### config.mk
export PLATFORM = sky130hd
export DESIGN_NAME = csr_intr_unit
export DESIGN_NICKNAME = d
export VERILOG_FILES = /design/src/rtl/csr_intr_unit.sv
export SDC_FILE = /design/constraint.sdc
export NUM_CORES = 1
export LEC_CHECK = 0
export BUFFER_PORTS_ARGS = -buffer_cell sky130_fd_sc_hd__buf_2
export CORE_UTILIZATION = 54
export DETAILED_ROUTE_END_ITERATION = 8
export PLACE_DENSITY = 0.92
export SLEW_MARGIN = 20
export SYNTH_ARGS = -nofsm -noshare
export SYNTH_HDL_FRONTEND = slang
export SYNTH_SLANG_ARGS = --single-unit
### constraint.sdc
create_clock -name clk -period 3 [get_ports clk]
set_input_delay 0.3 -clock clk [delete_from_list [all_inputs] [get_ports clk]]
set_output_delay 0.3 -clock clk [all_outputs]
set_load 0.01 [all_outputs]
### src/rtl/csr_intr_unit.sv
// csr_intr_unit: machine-mode CSR file and external-interrupt front end.
// Synchronises intr_ext, latches it as pending, and gates it with mstatus.MIE,
// mie.MEIE and the in-service state. It also holds mtvec/mepc for the PC mux.
// Optional feature: define CSR_MCYCLE_EN to add a free-running mcycle at 0xB00.
// Without it, 0xB00 reads 0 and writes to it are ignored.
module csr_intr_unit #(
    parameter int unsigned SYNC_STAGES = 2,
    parameter int unsigned EDGE_TRIG   = 1,
    parameter logic [31:0] MTVEC_RST   = 32'h0
) (
    input  logic        clk,
    input  logic        rst_n,
    input  logic        intr_ext,
    input  logic        csr_we,
    input  logic        int_taken,
    input  logic        mret_exec,
    input  logic [11:0] csr_addr,
    input  logic [31:0] csr_wd,
    input  logic [31:0] pc,
    output logic [31:0] csr_rd,
    output logic [31:0] mtvec,
    output logic [31:0] mepc,
    output logic        mie_bit,
    output logic        intr
);

    localparam int unsigned XLEN = 32;

    localparam logic [11:0] ADDR_MSTATUS = 12'h300;
    localparam logic [11:0] ADDR_MIE     = 12'h304;
    localparam logic [11:0] ADDR_MTVEC   = 12'h305;
    localparam logic [11:0] ADDR_MEPC    = 12'h341;
    localparam logic [11:0] ADDR_MCAUSE  = 12'h342;
`ifdef CSR_MCYCLE_EN
    localparam logic [11:0] ADDR_MCYCLE  = 12'hB00;
`endif

    localparam logic [XLEN-1:0] MCAUSE_MEI = 32'h8000_000B;
    localparam logic [XLEN-1:0] ALIGN_MASK = ~XLEN'(3);

    typedef enum logic {
        IDLE    = 1'b0,
        SERVICE = 1'b1
    } state_t;

    state_t state_q, state_d;

    logic [SYNC_STAGES-1:0] sync_q;
    logic                   sync_out;
    logic                   sync_d_q;
    logic                   edge_det;
    logic                   pending_q, pending_d;

    logic            mstatus_mie_q,  mstatus_mie_d;
    logic            mstatus_mpie_q, mstatus_mpie_d;
    logic            mie_meie_q,     mie_meie_d;
    logic [XLEN-1:0] mtvec_q,  mtvec_d;
    logic [XLEN-1:0] mepc_q,   mepc_d;
    logic [XLEN-1:0] mcause_q, mcause_d;

    logic take;

    // int_taken only counts as an interrupt entry when not already in service.
    assign take     = int_taken & (state_q == IDLE);
    assign sync_out = sync_q[SYNC_STAGES-1];
    assign edge_det = sync_out & ~sync_d_q;

    // Interrupt FSM next state: enter on accepted entry, leave on MRET.
    always_comb begin
        state_d = state_q;
        case (state_q)
            IDLE:    if (take)      state_d = SERVICE;
            SERVICE: if (mret_exec) state_d = IDLE;
            default:                state_d = IDLE;
        endcase
    end

    // Pending latch: a new edge wins over a same-cycle clear so no event is lost.
    always_comb begin
        pending_d = pending_q;
        if (EDGE_TRIG != 0) begin
            pending_d = edge_det | (pending_q & ~take);
        end else begin
            pending_d = sync_out;
        end
    end

    // CSR next values with priority int_taken > mret_exec > csr_we per register.
    always_comb begin
        mstatus_mie_d  = mstatus_mie_q;
        mstatus_mpie_d = mstatus_mpie_q;
        mie_meie_d     = mie_meie_q;
        mtvec_d        = mtvec_q;
        mepc_d         = mepc_q;
        mcause_d       = mcause_q;

        if (take) begin
            mepc_d         = pc & ALIGN_MASK;
            mcause_d       = MCAUSE_MEI;
            mstatus_mpie_d = mstatus_mie_q;
            mstatus_mie_d  = 1'b0;
        end else if (mret_exec) begin
            mstatus_mie_d  = mstatus_mpie_q;
            mstatus_mpie_d = 1'b1;
        end

        if (csr_we) begin
            case (csr_addr)
                ADDR_MSTATUS: begin
                    if (!take && !mret_exec) begin
                        mstatus_mie_d  = csr_wd[3];
                        mstatus_mpie_d = csr_wd[7];
                    end
                end
                ADDR_MIE:    mie_meie_d = csr_wd[11];
                ADDR_MTVEC:  mtvec_d    = csr_wd & ALIGN_MASK;
                ADDR_MEPC:   if (!take) mepc_d   = csr_wd & ALIGN_MASK;
                ADDR_MCAUSE: if (!take) mcause_d = csr_wd;
                default: ;
            endcase
        end
    end

`ifdef CSR_MCYCLE_EN
    logic [XLEN-1:0] mcycle_q, mcycle_d;

    // Cycle counter: a write loads the value instead of incrementing.
    always_comb begin
        mcycle_d = mcycle_q + XLEN'(1);
        if (csr_we && (csr_addr == ADDR_MCYCLE)) begin
            mcycle_d = csr_wd;
        end
    end

    // Cycle counter register.
    always_ff @(posedge clk or negedge rst_n) begin
        if (!rst_n) begin
            mcycle_q <= '0;
        end else begin
            mcycle_q <= mcycle_d;
        end
    end
`endif

    // State, synchroniser and CSR registers.
    always_ff @(posedge clk or negedge rst_n) begin
        if (!rst_n) begin
            state_q        <= IDLE;
            sync_q         <= '0;
            sync_d_q       <= 1'b0;
            pending_q      <= 1'b0;
            mstatus_mie_q  <= 1'b0;
            mstatus_mpie_q <= 1'b0;
            mie_meie_q     <= 1'b0;
            mtvec_q        <= MTVEC_RST & ALIGN_MASK;
            mepc_q         <= '0;
            mcause_q       <= '0;
        end else begin
            state_q        <= state_d;
            sync_q         <= {sync_q[SYNC_STAGES-2:0], intr_ext};
            sync_d_q       <= sync_out;
            pending_q      <= pending_d;
            mstatus_mie_q  <= mstatus_mie_d;
            mstatus_mpie_q <= mstatus_mpie_d;
            mie_meie_q     <= mie_meie_d;
            mtvec_q        <= mtvec_d;
            mepc_q         <= mepc_d;
            mcause_q       <= mcause_d;
        end
    end

    // Side-effect-free read mux; unmapped addresses return zero.
    always_comb begin
        csr_rd = '0;
        case (csr_addr)
            ADDR_MSTATUS: csr_rd = {24'h0, mstatus_mpie_q, 3'b000, mstatus_mie_q, 3'b000};
            ADDR_MIE:     csr_rd = {20'h0, mie_meie_q, 11'h0};
            ADDR_MTVEC:   csr_rd = mtvec_q;
            ADDR_MEPC:    csr_rd = mepc_q;
            ADDR_MCAUSE:  csr_rd = mcause_q;
`ifdef CSR_MCYCLE_EN
            ADDR_MCYCLE:  csr_rd = mcycle_q;
`endif
            default:      csr_rd = '0;
        endcase
    end

    assign mtvec   = mtvec_q;
    assign mepc    = mepc_q;
    assign mie_bit = mstatus_mie_q;
    assign intr    = pending_q & mstatus_mie_q & mie_meie_q & (state_q == IDLE);

endmodule

; ---- After elaboration in Yosys (flattened, before gate mapping)
; Index checks and enable logic that the tools add are counted.
[word_totals]
reg_bits = 102
word_cells = 52
[op_classes]
n_eq_ne = 5
muxes = 22
n_bitwise = 10
reduce_logical = 5
[op_table]
columns = cell, count
row1 = $mux 32, 8
row2 = $pmux 32 s5, 1
row3 = $eq 12x10->1 const B, 5
row4 = $mux 1, 12
row5 = $and 1x1->1, 6
row6 = $reduce_and 2->1, 2
row7 = $not 1->1, 3
row8 = $logic_not 1->1, 2
row9 = $pmux 1 s2, 1
row10 = $logic_and 1x1->1, 1
row11 = $or 1x1->1, 1

; ---- Logic depth before layout (Yosys ltp)
[logic_depth]
word_depth = 7
depth_mapped = 8
ltp_nobuf = 4

; ---- Worst setup path before layout
; OpenSTA, ideal clock, no wires.
[synth_timing]
kind = input-to-output
startpoint = input port csr_addr[1]
endpoint = output port csr_rd[20]
arrival_time_ps = 1554
path_slack_ps = 1146
cell_stages = 8
path_buffers = 4
cell_sequence = buf_2 > nor2b_1 > clkbuf_1 > and4_1 > buf_2 > buf_2 > a22o_1 > a21o_1
[synth_via]
elab_chain_len = 2
elab_cells_between_ends = 6
classes_between = 5 x eq/ne / 1 x mux
[synth_lines]
columns = item, line
row1 = from (decl), 17  ; input logic [11:0] csr_addr,
row2 = $eq 12x10->1, 175  ; case (csr_addr)
row3 = $pmux 32 s5 (*), 175
row4 = to (decl), 20  ; output logic [31:0] csr_rd,
; Every way passes the cells marked *; elsewhere a longest branch is shown, timed or not.

; ---- Worst setup path in the final report
[layout_timing]
startpoint = input port csr_addr[3]
endpoint = output port csr_rd[20]
; The elaborated chain is that of the path after synthesis.

==> metrics.md <==
| Metric | Value |
|---|---|
| Cell variety after synth | 45 |
| Seq/Total Area, Yosys | 50.7% |
| Leak | 3.21 nW |
| Status | completed |
| Cell area after synthesis | 0.00504 mm² |
| CTS buffer count | 9 |
| Hpwl dp | slightly below 10,000 µm |
| Synthesized area per cell | 9.92 µm² |
| Tcrit/Tclk final | around 80% |
| Top FF cell, synth | dfrtp_1 |
| Die H | 98.6 µm |
| Placed cell area | 0.00601 mm² |
| Total GRT Usage | 30.4% |
| Root Driver | clkbuf_8 |
| Post-synthesis xor/xnor area fraction | 0% |
| Compound-Gate Fraction of Synth Area | 18.7% |
| Crit Path Category | input port to primary output |
| Max cap viols | 0 |
| Worst r2r src | state_q$_DFF_PN0_ |
| Gate Count Post-Synth | 508 |
| Largest net degree at the start of global routing | between 50 and 60 |
| Relative slew slack | between 30% and 40% |
| DR vias | 4,672 |
| Grt ovf | 0 |
| Top Ports | 180 |
| Switching power | about 0.84 mW |
| Post-Synth Simple-Gate Area | 18.5% |
| Post-Route Skew | 0.0102 ns |
| Clk network pwr share | around 31% |
| Num Clock Sinks | 102 |
| GR peak layer | met2 |
| Number of synthesized flops with an enable pin | 0 |
| Final Hold Viols | 0 |
| M1 GR Usage | 36.9% |
| Largest fanout on the critical path | 14 |
| Drt pass-1 iters | 5 |
| Gpl congestion | approximately 0.85 |
| Worst Hold Class | input port to register |
| Initial antenna violation count | 0 |
| Synth Register Bits | 102 |
| Std-Cell Rows | 34 |
| Die width | 98.6 µm |
| YS warnings | 0 |
| Max Buffers Root-to-Sink | 2 |
| Min Tclk post-route | between 2 and 2.5 ns |
| Setup Fix Bufs, Post-CTS | 0 |
| Crit path capture | csr_rd[20] |
| R2R setup slack | ~1.1 ns |
| Drt drc | 0 |
| Crit path launch | csr_addr[3] |
| Initial core utilization | 56.7% |
| Main combinational cell family by area after synthesis | compound AO/OA/AOI/OAI gates |
| IO buf count | 175 |
| Fin area | 0.00623 mm² |
| Number of global-route vias before repair | 4,797 |
| Post-synthesis mux area share | 7.33% |
| Post-cts sizing count | 0 |
| Die area | 0.00972 mm² |
| Seq pwr share | 53.4% |
| Met3 Usage GRT | 6.17% |
| Latest clock arrival within the worst-skew pair | 0.36 ns |
| Nets@finish | 756 |
| M2 GR Usage | between 50% and 60% |
| Worst flop-to-flop path endpoint | mepc[21]$_DFF_PN0_ |
| Clk slew on worst S/H paths | 0.10 ns |
| Post-Synth Adder-Cell Area | 0% |
| Overall Power | 2.91 mW |
| Slew @ Worst Pin | 0.928 ns |
| Antenna Violating Nets Remaining | 0 |
| Commonest non-fill, non-tap cell in the layout | buf_2 |
| Worst Setup Start Kind | input port |
| Starting DRT DRC Count | 212 |
| Worst reg2reg path depth | 5 |
| Most frequent cells in the layout | buf_2 (174), nand2_1 (132), dfrtp_1 (102), nor2_1 (34) |
| H-tree levels | 3 |
| Worst Path Arrival | 2.10 ns |
| Layout area overhead | 23.6% |
| Via density | 5.94 |
| Drt total wl | 14,400 µm |
| Core ar. | ~0.0089 mm² |
| Unrepaired setup endpoints after global routing | false |
| Internal power | between 2 and 2.5 mW |
| Diodes inserted | 0 |
| Required @ worst endpoint | 2.70 ns |
| Cell Pwr Density | between 400 and 500 mW/mm² |
| Largest cells by area after synthesis | dfrtp_1 (51%), nand2_1 (9.9%), mux2_2 (6.7%) |
| # setup viols final | 0 |
| Ys async rst share | 100% |
| Type of element capturing the critical path | primary output |
| Share of the synthesized area in the top cell type | 50.7% |
| First-pass GRT wire length | 23,100 µm |
| Post-CTS Hold Fix Bufs | 1 |
| Number of fill cells | around 700 |
| Maximum VDD drop | 0.270 mV |
| Sw frac | 29.0% |
| Max Slew Vio Count | 0 |
| Hold WS | 0.0451 ns |
| CTS tree | yes |
| Wire length per cell | 18.2 µm |
| Fmax | between 400 and 500 MHz |
| Share of cells above drive strength 1 | 40.6% |
| Post-synth top area cell | dfrtp_1 |
| Post-route setup TNS | 0 ns |
| Comb power frac | between 10% and 20% |
-- cells by family after synthesis --
family | after synthesis
mux | 33
compound gates | 123
simple gates | 206
buf+inv | 43
other cells | 1
flops | 102
-- critical path, cell delays in order --
cell and delay, ns:
buf_2 0.12, nor4_4 0.47, and4_1 0.75, a22o_1 0.25, a21o_1 0.09, buf_2 0.12
-- final cells by class --
type,instances,area [µm²],area share [%]
flip-flops and latches,102,2550,41.0
clock inverters,6,68.8,1.10
clock buffers,10,138,2.21
repair buffers,194,1050,16.8
well taps,108,135,2.17
inverters,3,11.3,0.181
multi-input cells,364,2270,36.5
-- routing by layer --
layer  vias up  part of all wire, %
met5         -                    0
met2       212                   52
met4         0                  1.3
met3        21                  6.7
met1      2322                   40
li1       2117                    -
-- stage by stage --
| step | utilization, % | worst slack [ns] | instances |
|---|---|---|---|
| 2_1_floorplan | - | 1.15 | 509 |
| 3_3_place_gp | 67.6 | 0.666 | 770 |
| 3_5_place_dp | 67.6 | 0.643 | 770 |
| 4_1_cts | 70.1 | 0.641 | 787 |
| 5_1_grt | 70.1 | 0.505 | 787 |
| 6_report | 70.1 | 0.597 | 787 |
-- Yosys cell counts, types with 2 or more instances --
library cell / n
a22oi_1: 14
a21o_1: 13
nor2b_1: 4
a21oi_1: 4
dfrtp_1: 102
nor3_1: 2
nor2_1: 34
clkbuf_1: 18
mux2_2: 30
inv_1: 3
and4_1: 4
nor4_4: 2
buf_4: 6
a31oi_1: 30
a221o_1: 2
o2bb2ai_1: 14
nand2_1: 133
and3_1: 2
buf_6: 5
o21ai_0: 3
nand4_1: 3
buf_2: 10
mux2i_1: 2
nand3_1: 7
a22o_1: 14
nand2b_1: 2
and3b_1: 2
a21oi_2: 26
-- power groups by stage --
stage | logic [mW] | clock network, mW | registers (mW)
final | 0.456 | 0.901 | 1.55
after global routing | 0.499 | 0.971 | 1.56
after CTS | 0.459 | 0.920 | 1.55
after detailed placement | 0.456 | 0 | 1.58
after global placement | 0.436 | 0 | 1.57
after floorplan | 0.176 | 0 | 1.60
-- registers in the layout, summed over array words and instances, names as in the netlist --
| signal | flops |
|---|---|
| mcause_q | 32 |
| mepc | 32 |
| mie_bit | 1 |
| mie_meie_q | 1 |
| mstatus_mpie_q | 1 |
| mtvec | 30 |
| pending_q | 1 |
| state_q | 1 |
| sync_d_q | 1 |
| sync_q | 2 |
-- worst min path at each step --
| stage | start | endpoint | depth (start not counted) |
|---|---|---|---|
| floorplan | rst_n | mcause_q[0]$_DFF_PN0_ | 0 |
| global placement | rst_n | sync_q[0]$_DFF_PN0_ | 1 |
| detailed placement | sync_q[0]$_DFF_PN0_ | sync_q[1]$_DFF_PN0_ | 0 |
| CTS | intr_ext | sync_q[0]$_DFF_PN0_ | 1 |
| global route | intr_ext | sync_q[0]$_DFF_PN0_ | 1 |
| finish | intr_ext | sync_q[0]$_DFF_PN0_ | 1 |
Note: power is estimated with default switching activity, not from simulation.
